==> config.mk <==
export PLATFORM = sky130hd
export DESIGN_NAME = pipe_stall_ctrl_flat
export DESIGN_NICKNAME = d
export VERILOG_FILES = /design/src/rtl/pipe_stall_ctrl_pkg.sv /design/src/rtl/pipe_stall_ctrl_if.sv /design/src/rtl/pipe_stall_ctrl_sat_counter.sv /design/src/rtl/pipe_stall_ctrl.sv /design/src/flat_wrapper.sv
export SDC_FILE = /design/constraint.sdc
export NUM_CORES = 1
export LEC_CHECK = 0
export ABC_AREA = 1
export CAP_MARGIN = 20
export CORE_MARGIN = 10
export CORE_UTILIZATION = 42
export DETAILED_ROUTE_END_ITERATION = 12
export PLACE_DENSITY_LB_ADDON = 0.12
export SLEW_MARGIN = 0
export SYNTH_ARGS = -nofsm -noshare
export SYNTH_HDL_FRONTEND = slang
export SYNTH_SLANG_ARGS = --single-unit
==> constraint.sdc <==
create_clock -name clk -period 1.7 [get_ports clk]
set_input_delay 0.34 -clock clk [delete_from_list [all_inputs] [get_ports clk]]
set_output_delay 0.34 -clock clk [all_outputs]
set_load 0.05 [all_outputs]
==> src/rtl/pipe_stall_ctrl_pkg.sv <==
// Shared definitions for the pipeline stall/flush sequencer: controller
// state encodings and watchdog counter width.
package pipe_stall_ctrl_pkg;

  typedef enum logic [1:0] {
    ST_RUN    = 2'd0,
    ST_DSTALL = 2'd1,
    ST_HALTED = 2'd2
  } state_t;

  localparam int WD_W = 8;

endpackage

==> src/rtl/pipe_stall_ctrl_if.sv <==
// Hazard/stall bundle between the 5-stage pipeline (master) and the stall
// sequencer (slave). The pipeline reports hazards; the sequencer returns
// register-bank enables, bubble selects and status.
interface pipe_stall_ctrl_if #(
  parameter int CNT_W = 16
);

  logic             instrMemStall;
  logic             dataMemStall;
  logic             loadUse;
  logic             redirect;
  logic             halt_MW;

  logic             pcEn;
  logic             ifidEn;
  logic             idexEn;
  logic             exmemEn;
  logic             memwbEn;
  logic             ifidFlush;
  logic             idexFlush;
  logic             exmemFlush;

  logic             halted;
  logic             memTimeout;
  logic [CNT_W-1:0] stallCnt;

  modport master (
    output instrMemStall, dataMemStall, loadUse, redirect, halt_MW,
    input  pcEn, ifidEn, idexEn, exmemEn, memwbEn,
    input  ifidFlush, idexFlush, exmemFlush,
    input  halted, memTimeout, stallCnt
  );

  modport slave (
    input  instrMemStall, dataMemStall, loadUse, redirect, halt_MW,
    output pcEn, ifidEn, idexEn, exmemEn, memwbEn,
    output ifidFlush, idexFlush, exmemFlush,
    output halted, memTimeout, stallCnt
  );

endinterface

==> src/rtl/pipe_stall_ctrl_sat_counter.sv <==
// Saturating up-counter with synchronous reset and synchronous clear.
// Used for the data-stall watchdog and the optional stall counter.
module sat_counter #(
  parameter int W = 8
) (
  input  logic         clk,
  input  logic         rst,
  input  logic         clr,
  input  logic         inc,
  output logic [W-1:0] q
);

  // Count up on inc, stick at all-ones; clear and reset both return to zero.
  always_ff @(posedge clk) begin
    if (rst || clr) begin
      q <= '0;
    end else if (inc && (q != {W{1'b1}})) begin
      q <= q + W'(1);
    end
  end

endmodule

==> src/rtl/pipe_stall_ctrl.sv <==
// Central stall/flush sequencer for the 5-stage pipeline. Arbitrates data
// and instruction memory stalls, load-use hazards, control redirects and
// halt into per-cycle register enables and bubble selects.
// Optional: define PIPE_STALL_PERF_EN to build the stallCnt counter; when
// undefined stallCnt reads as zero and no counter flops exist.
module pipe_stall_ctrl
  import pipe_stall_ctrl_pkg::*;
#(
  parameter int CNT_W     = 16,
  parameter int STALL_MAX = 255
) (
  input  logic              clk,
  input  logic              rst,
  pipe_stall_ctrl_if.slave  bus
);

  localparam logic [WD_W-1:0] WD_LAST = WD_W'(STALL_MAX - 1);

  state_t          state_q;
  state_t          state_d;
  logic [4:0]      en;
  logic [2:0]      flush;
  logic [WD_W-1:0] wd_q;
  logic            wd_inc;
  logic            wd_clr;
  logic            timeout_q;

  // Controller state register; reset always lands in RUN.
  always_ff @(posedge clk) begin
    if (rst) begin
      state_q <= ST_RUN;
    end else begin
      state_q <= state_d;
    end
  end

  // Priority arbitration: enables/flushes are zero-latency from state and
  // inputs. en = {pc, ifid, idex, exmem, memwb}, flush = {ifid, idex, exmem}.
  always_comb begin
    en      = 5'b00000;
    flush   = 3'b000;
    state_d = state_q;
    if (rst) begin
      flush   = 3'b111;
      state_d = ST_RUN;
    end else begin
      case (state_q)
        ST_RUN, ST_DSTALL: begin
          if (bus.halt_MW && !bus.dataMemStall) begin
            state_d = ST_HALTED;
          end else if (bus.dataMemStall) begin
            state_d = ST_DSTALL;
          end else begin
            state_d = ST_RUN;
            if (bus.redirect) begin
              en    = 5'b11111;
              flush = 3'b111;
            end else if (bus.loadUse) begin
              en    = 5'b00111;
              flush = 3'b010;
            end else if (bus.instrMemStall) begin
              en    = 5'b01111;
              flush = 3'b100;
            end else begin
              en    = 5'b11111;
            end
          end
        end
        ST_HALTED: begin
          state_d = ST_HALTED;
        end
        default: begin
          state_d = ST_RUN;
        end
      endcase
    end
  end

  assign bus.pcEn       = en[4];
  assign bus.ifidEn     = en[3];
  assign bus.idexEn     = en[2];
  assign bus.exmemEn    = en[1];
  assign bus.memwbEn    = en[0];
  assign bus.ifidFlush  = flush[2];
  assign bus.idexFlush  = flush[1];
  assign bus.exmemFlush = flush[0];
  assign bus.halted     = (state_q == ST_HALTED);

  // Every frozen data-stall cycle counts toward the watchdog, including the
  // entry cycle; any cycle without a data stall restarts it.
  assign wd_inc = bus.dataMemStall && (state_q != ST_HALTED);
  assign wd_clr = !bus.dataMemStall;

  sat_counter #(.W(WD_W)) u_watchdog (
    .clk (clk),
    .rst (rst),
    .clr (wd_clr),
    .inc (wd_inc),
    .q   (wd_q)
  );

  // Sticky timeout flag, set on the edge where the watchdog reaches STALL_MAX.
  always_ff @(posedge clk) begin
    if (rst) begin
      timeout_q <= 1'b0;
    end else if (wd_inc && (wd_q == WD_LAST)) begin
      timeout_q <= 1'b1;
    end
  end

  assign bus.memTimeout = timeout_q;

`ifdef PIPE_STALL_PERF_EN
  logic             stall_inc;
  logic [CNT_W-1:0] stall_q;

  assign stall_inc = !en[4] && (state_q != ST_HALTED);

  sat_counter #(.W(CNT_W)) u_stall_cnt (
    .clk (clk),
    .rst (rst),
    .clr (1'b0),
    .inc (stall_inc),
    .q   (stall_q)
  );

  assign bus.stallCnt = stall_q;
`else
  assign bus.stallCnt = {CNT_W{1'b0}};
`endif

endmodule

==> src/flat_wrapper.sv <==
// flat-port wrapper written by rule: the top's interface ports become plain ports
module pipe_stall_ctrl_flat import pipe_stall_ctrl_pkg::*;
#(
  parameter int CNT_W     = 16,
  parameter int STALL_MAX = 255
)
  (clk, rst, bus_instrMemStall, bus_dataMemStall, bus_loadUse, bus_redirect, bus_halt_MW, bus_pcEn, bus_ifidEn, bus_idexEn, bus_exmemEn, bus_memwbEn, bus_ifidFlush, bus_idexFlush, bus_exmemFlush, bus_halted, bus_memTimeout, bus_stallCnt);
  pipe_stall_ctrl_if #(.CNT_W(CNT_W)) bus_i ();
  input  logic clk;
  input  logic rst;
  input wire logic [$bits(bus_i.instrMemStall)-1:0] bus_instrMemStall;
  input wire logic [$bits(bus_i.dataMemStall)-1:0] bus_dataMemStall;
  input wire logic [$bits(bus_i.loadUse)-1:0] bus_loadUse;
  input wire logic [$bits(bus_i.redirect)-1:0] bus_redirect;
  input wire logic [$bits(bus_i.halt_MW)-1:0] bus_halt_MW;
  output wire logic [$bits(bus_i.pcEn)-1:0] bus_pcEn;
  output wire logic [$bits(bus_i.ifidEn)-1:0] bus_ifidEn;
  output wire logic [$bits(bus_i.idexEn)-1:0] bus_idexEn;
  output wire logic [$bits(bus_i.exmemEn)-1:0] bus_exmemEn;
  output wire logic [$bits(bus_i.memwbEn)-1:0] bus_memwbEn;
  output wire logic [$bits(bus_i.ifidFlush)-1:0] bus_ifidFlush;
  output wire logic [$bits(bus_i.idexFlush)-1:0] bus_idexFlush;
  output wire logic [$bits(bus_i.exmemFlush)-1:0] bus_exmemFlush;
  output wire logic [$bits(bus_i.halted)-1:0] bus_halted;
  output wire logic [$bits(bus_i.memTimeout)-1:0] bus_memTimeout;
  output wire logic [$bits(bus_i.stallCnt)-1:0] bus_stallCnt;
  assign bus_i.instrMemStall = bus_instrMemStall;
  assign bus_i.dataMemStall = bus_dataMemStall;
  assign bus_i.loadUse = bus_loadUse;
  assign bus_i.redirect = bus_redirect;
  assign bus_i.halt_MW = bus_halt_MW;
  assign bus_pcEn = bus_i.pcEn;
  assign bus_ifidEn = bus_i.ifidEn;
  assign bus_idexEn = bus_i.idexEn;
  assign bus_exmemEn = bus_i.exmemEn;
  assign bus_memwbEn = bus_i.memwbEn;
  assign bus_ifidFlush = bus_i.ifidFlush;
  assign bus_idexFlush = bus_i.idexFlush;
  assign bus_exmemFlush = bus_i.exmemFlush;
  assign bus_halted = bus_i.halted;
  assign bus_memTimeout = bus_i.memTimeout;
  assign bus_stallCnt = bus_i.stallCnt;
  pipe_stall_ctrl #(.CNT_W(CNT_W), .STALL_MAX(STALL_MAX)) u_core (.clk(clk), .rst(rst), .bus(bus_i));
endmodule
==> impl_results.md <==
* Status: complete, no violations
* CP required at 1.36 ns
* Final Wtd Congestion at 0.782
* Pins Over Slew Limit at 0
* Critical Path Source Type: input pin
* Seq cells post-synth at 11
* FF-to-FF path depth at 8
* CP cell instances: clkdlybuf4s50_1 -> inv_1 -> o31ai_4 -> buf_12
* Fin Hold WS at 0.452 ns
* Fin crit share at 97.9%
* Site Rows at 15
* FF/Latch Area at 224 µm²
* CP Class: input pin to output port
* Clk slew on worst S/H paths at 0.07 ns
* DRC at 0
* Cell variety after synth at 24
* Hpwl dp at 1630 µm
* Final Setup Violations at 0
* Area growth, synth to finish at 45.4%
* DR iter-0 viols at 6
* YS warnings at 0
* Worst clock skew at 0.00184 ns
* Filler cells at 161
* Tmin final at 1.66 ns
* I/O pins at 33
* Remaining antenna violation count at 0
* Clock buffer depth at 2
* Pleak at 0.550 nW
* CTS Buf Count at 3
* DIE HEIGHT at 63.5 µm
* Grt total ovfl at 0
* Port Buffers at 16
* Max FO, Critical Path at 2
* R2R Path End: u_core.u_watchdog.q[1]
* Hold_sp: u_core.bus.memTimeout
* Crit-path max cell delay at 0.45 ns
* Initial Util at 45.0%
* Share of cells above drive strength 1 at 26.7%
* P per Cell Area at 617 nW/µm²
* Syn_area_per_cell at 6.68 µm²
* Nets at 156
* Die X-Extent at 63.5 µm
* Critical R2R Launch: u_core.u_watchdog.q[1]
* Crit path buffers/inverters at 3
* Net switching power at 0.274 mW
* Largest net degree at the start of global routing at 8
* Post-Syn Area at 795 µm²
* Clock Power Share at 25.2%
* Die area at 4030 µm²
* Int Power at 0.439 mW
* DR WL/cell at 10.9 µm
* Cells after Synth at 119
* Worst skew pair latency at 0.27 ns
* Sequential power share at 37.7%
* Max Cap Viol at 0
* CTS Sinks at 11
* Worst Hold Depth at 2
* Max VDD drop at 0.000487 V
* First-pass GRT wire length at 3120 µm
* Hold path endpoint: u_core.bus.memTimeout
* Most frequent cells in the layout: nand2_1, inv_1, conb_1
* Leading cell type in the layout, fill and taps excluded: nand2_1
* H-Tree Depth at 1
* Reg2Reg Setup Slack at 0.32 ns
* Root Buffer: clkbuf_4
* Max Fclk at 601 MHz
* Final hold viol count at 0
* CP max stage cell: clkdlybuf4s50_1
* Initial antenna violation count at 0
* Core footprint at 1760 µm²
* Hold-fix buffers, CTS at 0
* WL final at 1860 µm
* Area occupied by multi-input gates at 472 µm²
* Vias at 721
* Crit path max-delay family: buffers and inverters
* Unrepaired setup endpoints after global routing: false
* Gate power share at 37.2%
* Number of diodes at 0
* Worst hold path type: flop to flop
* Tot GR Track Use at 9.52%
* Worst Path Arrival at 1.32 ns
* Vias in the first global route at 709
* TritonCTS clock tree: done
* DR pass1 iterations at 4
* Seq/Total Area, Yosys at 27.7%
* Switching fraction of total power at 38.4%
* Total power at 0.712 mW
* Vias per inst at 4.22
* Setup crit end kind: output port
kinds of logic (layout without fill, tap and decap cells):
| group | after synthesis | in the layout | share of synthesized area [%] |
|---|---|---|---|
| flip-flops | 11 | 11 | 27.7 |
| adder cells (fa/ha/maj) | 2 | 2 | 3.15 |
| AND/OR/NAND/NOR | 53 | 53 | 32.0 |
| other | 1 | 16 | 0.472 |
| buffers and inverters | 39 | 51 | 26.9 |
| AO/OA/AOI/OAI | 11 | 11 | 7.56 |
| XOR/XNOR | 2 | 2 | 2.21 |
worst max path at each step:
stage                     to  slack, ns         startpoint  depth (start not counted)
3_5_place_dp        bus_pcEn      -0.26        bus_halt_MW                          6
4_1_cts        bus_idexFlush     -0.008  u_core.state_q[1]                          5
2_1_floorplan       bus_pcEn      -0.07        bus_halt_MW                          4
6_report       bus_ifidFlush       0.04  bus_instrMemStall                          4
5_1_grt        bus_ifidFlush      0.003  bus_instrMemStall                          4
3_3_place_gp        bus_pcEn      -0.23        bus_halt_MW                          6
timing repair:
item,CTS,global route
pin swaps,2,1
hold endpoints to repair,0,0
resized for setup,10,3
setup buffers,1,0
endpoints found under the setup margin,8,7
power groups by stage:
stage | sequential [mW] | clock [mW] | combinational [mW]
global placement | 0.274 | 0 | 0.258
CTS | 0.269 | 0.188 | 0.264
global route | 0.269 | 0.208 | 0.279
finish | 0.268 | 0.179 | 0.265
detailed placement | 0.275 | 0 | 0.259
floorplan | 0.273 | 0 | 0.193
synth_stat cells:
cell type / n / area (µm²)
inv_1: 20 / 75.1
nand2_1: 20 / 75.1
buf_4: 18 / 135
nor2_1: 15 / 56.3
dfxtp_1: 11 / 220
a21oi_1: 5 / 25.0
nand3_1: 4 / 20.0
o21ai_0: 4 / 20.0
nand4_1: 3 / 18.8
nor3_1: 3 / 15.0
ha_1: 2 / 25.0
nor2_2: 2 / 12.5
conb_1: 1 / 3.75
inv_2: 1 / 3.75
nand2_2: 1 / 6.26
nand2_4: 1 / 11.3
nand3_2: 1 / 10.0
nand3b_1: 1 / 7.51
nor2_4: 1 / 11.3
nor3_2: 1 / 10.0
o21a_1: 1 / 7.51
o31ai_1: 1 / 7.51
xnor2_1: 1 / 8.76
xor2_1: 1 / 8.76
final cells by class:
| type | count | share of cell area [%] |
|---|---|---|
| Sequential cell | 11 | 19.4 |
| Tap cell | 25 | 2.71 |
| Timing Repair Buffer | 26 | 28.0 |
| Multi-Input combinational cell | 84 | 40.8 |
| Inverter | 21 | 6.83 |
| Clock buffer | 4 | 2.28 |
per-layer routing:
layer	part of all wire, %	wire (µm)	vias to the layer above	track usage [%]
li1	-	-	385	-
met1	39	733	315	9.25
met2	53	991	17	16.6
met3	6.0	111	4	4.42
met4	1.5	27	0	4.64
met5	0	0	-	0
sequential cells by signal (all words and copies together) (netlist names):
register,count
u_core.u_watchdog.q,8
u_core.state_q,2
u_core.bus.memTimeout,1
per-stage QoR:
stage	TNS [ns]	instance area [µm²]	util [%]	std cells	worst slack, ns
after floorplan	-0.108	887	-	134	-0.0741
after detailed placement	-1.38	1100	62.3	166	-0.261
after global placement	-1.24	1100	62.3	166	-0.229
after global routing	0	1150	65.5	171	0.00279
final	0	1150	65.5	171	0.0351
after CTS	-0.0117	1150	65.2	171	-0.00760
worst reg2reg max path, delay by kind of cell (launching register included):
kind	cells	cell delay [ns]
AND/OR/NAND/NOR	5	0.46
flip-flops	1	0.41
adder cells (fa/ha/maj)	1	0.26
buffers and inverters	2	0.16
Note: power is estimated with default switching activity, not from simulation.
